`config.mk`:
```
export PLATFORM = sky130hd
export DESIGN_NAME = uart_tx_fifo
export DESIGN_NICKNAME = d
export VERILOG_FILES = /design/src/rtl/uart_tx_fifo.sv
export SDC_FILE = /design/constraint.sdc
export NUM_CORES = 1
export LEC_CHECK = 0
export CORE_AREA = 2 2 215 153
export CTS_CLUSTER_SIZE = 40
export DETAILED_ROUTE_END_ITERATION = 12
export DIE_AREA = 0 0 217 155
export SLEW_MARGIN = 20
export SYNTH_ARGS = -nofsm -noshare
export SYNTH_HDL_FRONTEND = slang
export SYNTH_SLANG_ARGS = --single-unit
```
`constraint.sdc`:
```
create_clock -name clk -period 7.11 [get_ports clk]
set_input_delay 1.0665 -clock clk [delete_from_list [all_inputs] [get_ports clk]]
set_output_delay 1.0665 -clock clk [all_outputs]
set_load 0.02 [all_outputs]
```
`src/rtl/uart_tx_fifo.sv`:
```
// Buffered UART transmitter: byte FIFO feeding an 8N1 serializer with a programmable divider.
// Optional even-parity bit between data and stop when UART_TX_PARITY_EN is defined.
module uart_tx_fifo #(
    parameter int unsigned DIV_RESET  = 106,
    parameter int unsigned FIFO_DEPTH = 8
) (
    input  logic                          clk,
    input  logic                          reset_n,
    input  logic                          div_we,
    input  logic [31:0]                   div_di,
    output logic [31:0]                   div_do,
    input  logic                          dat_we,
    input  logic [7:0]                    dat_di,
    output logic                          dat_wait,
    output logic [$clog2(FIFO_DEPTH):0]   fifo_level,
    output logic                          busy,
    output logic                          ser_tx
);
    localparam int AW = $clog2(FIFO_DEPTH);

`ifdef UART_TX_PARITY_EN
    typedef enum logic [2:0] {S_IDLE, S_START, S_DATA, S_PARITY, S_STOP} state_t;
`else
    typedef enum logic [1:0] {S_IDLE, S_START, S_DATA, S_STOP} state_t;
`endif

    logic [31:0] div_q;
    logic [7:0]  mem_q [FIFO_DEPTH];
    logic [AW:0] wr_ptr_q, rd_ptr_q;
    logic        full, empty, push, pop;

    state_t      state_q, state_d;
    logic [31:0] cnt_q, cnt_d, per_q, per_d, per_new;
    logic [7:0]  shreg_q, shreg_d, rd_data;
    logic [2:0]  bit_q, bit_d;
    logic        ser_q, ser_d;
`ifdef UART_TX_PARITY_EN
    logic        par_q, par_d;
`endif

    // Extra pointer MSB separates full (MSBs differ) from empty (pointers equal).
    assign full    = (wr_ptr_q[AW] != rd_ptr_q[AW]) && (wr_ptr_q[AW-1:0] == rd_ptr_q[AW-1:0]);
    assign empty   = (wr_ptr_q == rd_ptr_q);
    assign push    = dat_we && !full;
    assign rd_data = mem_q[rd_ptr_q[AW-1:0]];
    assign per_new = (div_q < 32'd2) ? 32'd2 : div_q;

    assign div_do     = div_q;
    assign dat_wait   = full;
    assign fifo_level = wr_ptr_q - rd_ptr_q;
    assign busy       = (state_q != S_IDLE) || !empty;
    assign ser_tx     = ser_q;

    always_ff @(posedge clk or negedge reset_n) begin
        if (!reset_n) begin
            div_q    <= 32'(DIV_RESET);
            wr_ptr_q <= '0;
            rd_ptr_q <= '0;
        end else begin
            if (div_we) div_q    <= div_di;
            if (push)   wr_ptr_q <= wr_ptr_q + 1'b1;
            if (pop)    rd_ptr_q <= rd_ptr_q + 1'b1;
        end
    end

    always_ff @(posedge clk) begin
        if (push) mem_q[wr_ptr_q[AW-1:0]] <= dat_di;
    end

    always_ff @(posedge clk or negedge reset_n) begin
        if (!reset_n) begin
            state_q <= S_IDLE;
            cnt_q   <= '0;
            per_q   <= 32'd2;
            shreg_q <= '0;
            bit_q   <= '0;
            ser_q   <= 1'b1;
`ifdef UART_TX_PARITY_EN
            par_q   <= 1'b0;
`endif
        end else begin
            state_q <= state_d;
            cnt_q   <= cnt_d;
            per_q   <= per_d;
            shreg_q <= shreg_d;
            bit_q   <= bit_d;
            ser_q   <= ser_d;
`ifdef UART_TX_PARITY_EN
            par_q   <= par_d;
`endif
        end
    end

    // ser_d is the line level of the next state, so ser_tx changes on the same edge as the state.
    always_comb begin
        state_d = state_q;
        cnt_d   = cnt_q;
        per_d   = per_q;
        shreg_d = shreg_q;
        bit_d   = bit_q;
        ser_d   = ser_q;
        pop     = 1'b0;
`ifdef UART_TX_PARITY_EN
        par_d   = par_q;
`endif
        case (state_q)
            S_IDLE: begin
                ser_d = 1'b1;
                if (!empty) begin
                    pop     = 1'b1;
                    per_d   = per_new;
                    cnt_d   = per_new - 32'd1;
                    shreg_d = rd_data;
`ifdef UART_TX_PARITY_EN
                    par_d   = ^rd_data;
`endif
                    state_d = S_START;
                    ser_d   = 1'b0;
                end
            end
            S_START: begin
                if (cnt_q == '0) begin
                    cnt_d   = per_q - 32'd1;
                    bit_d   = '0;
                    state_d = S_DATA;
                    ser_d   = shreg_q[0];
                end else begin
                    cnt_d = cnt_q - 32'd1;
                end
            end
            S_DATA: begin
                if (cnt_q == '0) begin
                    cnt_d   = per_q - 32'd1;
                    shreg_d = shreg_q >> 1;
                    if (bit_q == 3'd7) begin
`ifdef UART_TX_PARITY_EN
                        state_d = S_PARITY;
                        ser_d   = par_q;
`else
                        state_d = S_STOP;
                        ser_d   = 1'b1;
`endif
                    end else begin
                        bit_d = bit_q + 3'd1;
                        ser_d = shreg_q[1];
                    end
                end else begin
                    cnt_d = cnt_q - 32'd1;
                end
            end
`ifdef UART_TX_PARITY_EN
            S_PARITY: begin
                if (cnt_q == '0) begin
                    cnt_d   = per_q - 32'd1;
                    state_d = S_STOP;
                    ser_d   = 1'b1;
                end else begin
                    cnt_d = cnt_q - 32'd1;
                end
            end
`endif
            S_STOP: begin
                if (cnt_q == '0) begin
                    if (!empty) begin
                        pop     = 1'b1;
                        per_d   = per_new;
                        cnt_d   = per_new - 32'd1;
                        shreg_d = rd_data;
`ifdef UART_TX_PARITY_EN
                        par_d   = ^rd_data;
`endif
                        state_d = S_START;
                        ser_d   = 1'b0;
                    end else begin
                        state_d = S_IDLE;
                        ser_d   = 1'b1;
                    end
                end else begin
                    cnt_d = cnt_q - 32'd1;
                end
            end
            default: begin
                state_d = S_IDLE;
                ser_d   = 1'b1;
            end
        endcase
    end
endmodule

```
==> results.py, run 1 <==
metrics = {
    "grt": {
        "grt_overflow": 0,
        "met1_usage": 0.261,
        "use_met3": 0.0315,
        "grt_max_degree": 76,
        "grt_pass1_vias": 7141,
        "grt_pass1_wl_um": 42600,
        "grt.met2_usage": 0.219,
        "antenna_found_initial": 0,
        "busiest_layer": "met1",
        "track_usage": 0.162,
    },
    "power": {
        "cellLeakagePower_nw": 4.35,
        "power_density_nw_per_um2": 429,
        "peakVddDrop_mv": 0.255,
    },
    "cells_and_area": {
        "register_area_um2": 4880,
        "n_antenna_cell": 0,
        "area_growth_pct": 18.3,
        "utilization": 0.371,
        "fin_cells": 1416,
        "multi_input_area_um2": 4810,
        "fillCellCount": 3198,
        "finalNetCount": 1036,
        "drive_above_1_share": 0.128,
    },
    "timing": {
        "clock_skew_ns": 0.00805,
        "finalCriticalPeriod_ns": 4.48,
        "hold_viol_final": 0,
        "maxSlewHeadroom": 0.306,
        "setup_violations": 0,
        "worst_slew_pin_slew_ns": 1.04,
        "tns_ns": 0,
        "finalCritPeriodShare": 0.630,
        "slew_viol_final": 0,
        "max_freq_mhz": 223,
        "rsz0062_at_grt": "false",
    },
    "synth": {
        "yosys.area.top_type": "dfrtp_1",
        "synthCells": 918,
        "avgSynthCellArea_um2": 10.9,
        "synth_top_cells_by_count": "dfrtp_1 (112), nand2_1 (75), nor2_1 (70)",
        "synth_warnings": 0,
        "yosysMostFrequentCell": "dfrtp_1",
        "synth_seq_cells": 182,
        "async_flop_share": 0.648,
        "synthFlopType": "dfrtp_1",
        "synth_edf_count": 64,
        "yosysTopAreaCellShare": 0.281,
        "ys_seq_area_frac": 0.489,
        "synth_area_um2": 9980,
        "syn_nets": 978,
        "synth_cell_types": 73,
        "synth.area.top_cells": "dfrtp_1 (28%), edfxtp_1 (19%), mux2_2 (4.4%)",
    },
    "clock_tree": {
        "clk_pin_slew_ns": 0.07,
        "ctsResizeCount": 0,
        "clock_path_buffers": 2,
        "clock_latency_ns": 0.44,
        "htreeDepth": 4,
        "postCtsSetupBuffers": 0,
        "hold_buffers": 0,
        "numCtsBuffers": 17,
        "cts_root_buffer": "clkbuf_16",
        "cts_tree": "done",
        "clkSinkCount": 182,
    },
    "worst_setup_path": {
        "worst-setup-path-type": "reg -> reg",
        "worstPathRequired_ns": 7.45,
        "startpoint_type": "flop",
        "crit_top_cell": "or3_1",
        "worstSetupEndpointType": "flop",
        "worstPathCellList": "or4_1, nand3b_1, or3_1, nand2_1, ha_1, or4b_1, nor4_2, buf_4, nand3_1, or3_1, and3_1, o32ai_1",
        "cp_slowest_stage_delay_ns": 0.71,
        "slowest_stage": "or4_1",
        "path_max_fanout": 11,
        "cp.arrival_ns": 4.82,
    },
    "floorplanning": {
        "core.rowCount": 55,
        "start_util": 0.314,
        "dieArea_um2": 33600,
        "die_h_um": 155,
        "die_w_um": 217,
        "core_um2": 31800,
        "io_pins": 83,
    },
    "placed_design": {
        "globalplace.congestion": 0.862,
        "place_inst": 1384,
        "hpwl_um": 18500,
        "port-buffer-count": 82,
    },
    "routing": {
        "via_count": 7641,
        "drc": 0,
        "ant_nets": 0,
        "dr.first_iter.drc_count": 715,
        "drt_wl_total_um": 26800,
        "drtPass1Iterations": 5,
        "routedWlPerCell_um": 18.9,
        "viasPerCell": 5.40,
    },
    "job": {
        "maxCapViolations": 0,
    },
    "hold_path": {
        "min-delay-path-class": "reg -> reg",
    },
    "status": {
        "status": "finished clean",
    },
}
## where the power goes
part           switching (mW)  total [mW]  internal, mW
clock                   0.471       0.971         0.500
combinational            1.35        2.34         0.989
sequential              0.349        1.75          1.41
## logic make-up (layout without fill, tap and decap cells)
group / Yosys count / count (layout) / synth area share
buffers and inverters: 76 / 147 / 0.0311
xor gates and xnor gates: 77 / 77 / 0.0676
and+or+nand+nor: 307 / 307 / 0.161
DFF: 182 / 182 / 0.489
adders and majority gates: 16 / 16 / 0.0208
muxes: 80 / 80 / 0.108
AOI/OAI and AO/OA: 180 / 180 / 0.123
## cell type report
cell class | instances | share of cell area
clock buffer | 17 | 0.0360
clock inverter | 15 | 0.0137
inverter | 21 | 0.00668
multi-input combinational | 660 | 0.408
sequential | 182 | 0.414
tap | 427 | 0.0453
timing repair buffer | 94 | 0.0773
## per-stage QoR
| stage | setup slack, ns | hold slack (ns) | power, mW | cell area [um^2] |
|---|---|---|---|---|
| 2_1_floorplan | 3.00 | 0.449 | 3.38 | 9980 |
| 3_3_place_gp | 2.81 | 0.463 | 4.06 | 11200 |
| 3_5_place_dp | 2.73 | 0.472 | 4.09 | 11200 |
| 4_1_cts | 2.71 | 0.491 | 5.07 | 11800 |
| 5_1_grt | 2.43 | 0.525 | 5.39 | 11800 |
| 6_report | 2.63 | 0.487 | 5.07 | 11800 |
## worst max-delay path, delay by kind of cell, from the launching register on
kind                       cells  cell delay (ns)
adders and majority gates      1             0.21
DFF                            1             0.44
buffers and inverters          1             0.24
and+or+nand+nor                9             3.26
AOI/OAI and AO/OA              1             0.24
## registers in the layout, summed over array words and instances (netlist names)
name and count:
wr_ptr_q 4, mem_q 64, cnt_q 32, per_q 32
bit_q 3, div_do 32, state_q 2, ser_tx 1
shreg_q 8, rd_ptr_q 4
## routing by layer
metal / share of wire / up-vias / wire [um]
li1: - / 3569 / -
met1: 0.52 / 3839 / 13900
met2: 0.41 / 218 / 11100
met3: 0.056 / 15 / 1510
met4: 0.0084 / 0 / 226
met5: 0 / - / 0
## final timing paths
kind,start,to,slack [ns],cells past startpoint
worst max register to register,div_do[22],cnt_q[24],2.63,12
max in group asynchronous,reset_n,shreg_q[7],5.32,2
worst min-delay path,shreg_q[0],shreg_q[0],0.49,2
worst min register to register,shreg_q[0],shreg_q[0],0.49,2
worst max-delay path,div_do[22],cnt_q[24],2.63,12
min in group asynchronous,reset_n,div_do[15],0.62,1
## placed cells by master (no fill, tap or decap), types with 7 or more instances in the layout
cell type        count
ha_1                15
xnor2_1             48
nor3_1              22
a22oi_1             12
edfxtp_1            64
mux4_2              16
o21ai_0             33
o211ai_1             9
o32ai_1             10
nand3_1             19
xor2_1              29
or3_1               12
dfrtp_1            112
nand2b_1             7
o22ai_1             11
or4_1               20
mux2_2              39
nor2_1              70
a21oi_1             38
mux2_1              20
clkbuf_16           17
nor4_1              26
nand4_1             13
o31ai_1             12
nand2_1             75
buf_4               12
inv_1               20
clkdlybuf4s50_1     81
Note: power is estimated with default switching activity, not from simulation.
==> run 2, diff against run 1 <==
- clock period: 7.11 -> 3.8 ns (I/O delays scaled with it)
==> run 2 against run 1 <==
  * Setup slack lost 2.5 ns
  * Wire length grew 2.1%
  * Sequential power grew 82%
  * Non-clock buffer count grew 55
  * Critical path depth is the same
  * Power grew 89%
  * Clock power grew 73%
  * Global-route usage grew 0.41 points
  * Combinational power grew 100%
  * Utilization grew 1.4 points
  * Sequential share of layout area shrank 1.5 points
==> results.py, run 2 (same netlist as run 1, synthesis figures left out) <==
metrics = {
    "worst_setup_path": {
        "timing.rr.end": "cnt_q[24]",
        "crit_buf_inv": 1,
        "path_delay_family": "simple AND/OR/NAND/NOR gates",
        "r2r_cells": 12,
        "worstSetupEndpointType": "flop",
        "reg2reg_slack_ns": 0.15,
        "path_max_fanout": 4,
        "cp_slowest_stage_delay_ns": 0.57,
        "worstPathCellList": "or4_4, nand3b_1, or3_4, nand2_4, ha_4, or4b_4, nor4_4, buf_4, nand3_2, or3_1, and3_4, o32ai_2",
        "worst-setup-path-type": "reg -> reg",
        "slowest_stage": "or4_4",
        "r2r-start": "div_do[20]",
        "worstPathRequired_ns": 4.14,
        "cp.arrival_ns": 4.00,
        "startpoint_type": "flop",
    },
    "timing": {
        "finalCriticalPeriod_ns": 3.65,
        "tns_ns": 0,
        "rsz0062_at_grt": "false",
        "hold_viol_final": 0,
        "maxSlewHeadroom": 0.399,
        "max_freq_mhz": 274,
        "worst_slew_pin_slew_ns": 0.899,
        "slew_viol_final": 0,
        "finalCritPeriodShare": 0.961,
        "clock_skew_ns": 0.0111,
        "setup_violations": 0,
        "hold_ws_ns": 0.232,
    },
    "placed_design": {
        "port-buffer-count": 82,
        "hpwl_um": 20000,
        "placed_cell_area_um2": 11700,
        "globalplace.congestion": 0.858,
    },
    "cells_and_area": {
        "multi_input_area_um2": 4860,
        "utilization": 0.386,
        "final_common_cell": "dfrtp_1",
        "finalNetCount": 1091,
        "drive_above_1_share": 0.182,
        "largest_reg_flops": 64,
        "final_cell_mix": "dfrtp_1 (109), clkdlybuf4s50_1 (81), nand2_1 (74)",
        "n_antenna_cell": 0,
        "fillCellCount": 3132,
        "fin_area_um2": 12300,
        "register_area_um2": 4890,
        "area_growth_pct": 22.8,
    },
    "floorplanning": {
        "io_pins": 83,
        "core.rowCount": 55,
        "die_h_um": 155,
        "die_w_um": 217,
        "core_um2": 31800,
        "start_util": 0.314,
        "dieArea_um2": 33600,
    },
    "clock_tree": {
        "cts_root_buffer": "clkbuf_16",
        "cts_tree": "done",
        "htreeDepth": 4,
        "numCtsBuffers": 17,
        "clkSinkCount": 182,
        "clock_latency_ns": 0.44,
        "clk_pin_slew_ns": 0.07,
        "clock_path_buffers": 2,
    },
    "grt": {
        "track_usage": 0.166,
        "grt_pass1_vias": 7477,
        "grt_pass1_wl_um": 43400,
        "grt_max_degree": 66,
        "grt_overflow": 0,
        "antenna_found_initial": 0,
    },
    "status": {
        "status": "finished clean",
    },
    "routing": {
        "via_count": 7809,
        "ant_nets": 0,
        "drc": 0,
        "dr.first_iter.drc_count": 672,
        "drt_wl_total_um": 27300,
        "drtPass1Iterations": 5,
        "routedWlPerCell_um": 18.6,
        "viasPerCell": 5.31,
    },
    "power": {
        "power_mw": 9.59,
        "cellLeakagePower_nw": 4.60,
        "peakVddDrop_mv": 0.489,
        "power_density_nw_per_um2": 782,
    },
    "job": {
        "maxCapViolations": 0,
    },
    "hold_path": {
        "min-delay-path-class": "in -> async",
    },
}
[run 2: changes by cell type in the layout (fill, tap and decap cells not counted), sizes merged]
cell / change
clkbuf: +3
buf: +55
bufinv: -1
inv: -5
clkinv: +1
clkinvlp: +2
[run 2: metal layers]
metal | GRT usage | wire (um) | part of all wire
met1 | 0.260 | 13800 | 0.51
met2 | 0.229 | 11300 | 0.41
met3 | 0.0344 | 1870 | 0.069
met4 | 0.0417 | 300 | 0.011
met5 | 0 | 0 | 0
[run 2: repair_timing]
item / in CTS / in global routing
hold buffers: 0 / 0
gates resized for setup: 1 / 6
endpoints found under the setup margin: 1 / 3
pin swaps: 0 / 2
buffers inserted: 0 / 1
gates cloned: 0 / 0
[run 2: area by class of cell]
class | instances | share of cell area
Tap cell | 427 | 0.0436
Clock buffer | 20 | 0.0364
Timing Repair Buffer | 149 | 0.110
Multi-Input combinational cell | 660 | 0.397
Clock inverter | 12 | 0.00806
Inverter | 21 | 0.00643
Sequential cell | 182 | 0.399
[run 2: worst max-delay path by stage]
stage	from	to	slack (ns)	cells after the start
after floorplan	div_do[22]	cnt_q[12]	-0.02	15
after global placement	div_do[22]	cnt_q[24]	0.05	12
after detailed placement	div_do[22]	cnt_q[24]	-0.01	12
after CTS	div_do[22]	cnt_q[24]	0.01	12
after global routing	div_do[20]	cnt_q[24]	0.009	12
final	div_do[20]	cnt_q[24]	0.15	12
[run 2: power by group]
part | internal (mW) | switching [mW]
clock network | 0.866 | 0.810
logic | 2.05 | 2.68
registers | 2.63 | 0.551
total | 5.55 | 4.05
[run 2: per-stage QoR]
stage / worst slack, ns / std cells
final: 0.146 / 1471
after global routing: 0.00877 / 1471
after CTS: 0.0117 / 1470
after detailed placement: -0.0107 / 1438
after global placement: 0.0508 / 1437
after floorplan: -0.0214 / 918
==> run 3, diff against run 2 <==
- GPL_ROUTABILITY_DRIVEN: unset -> 0
==> results of run 3 <==
No change in the layout: final DEF, timing and power equal those of run 2.
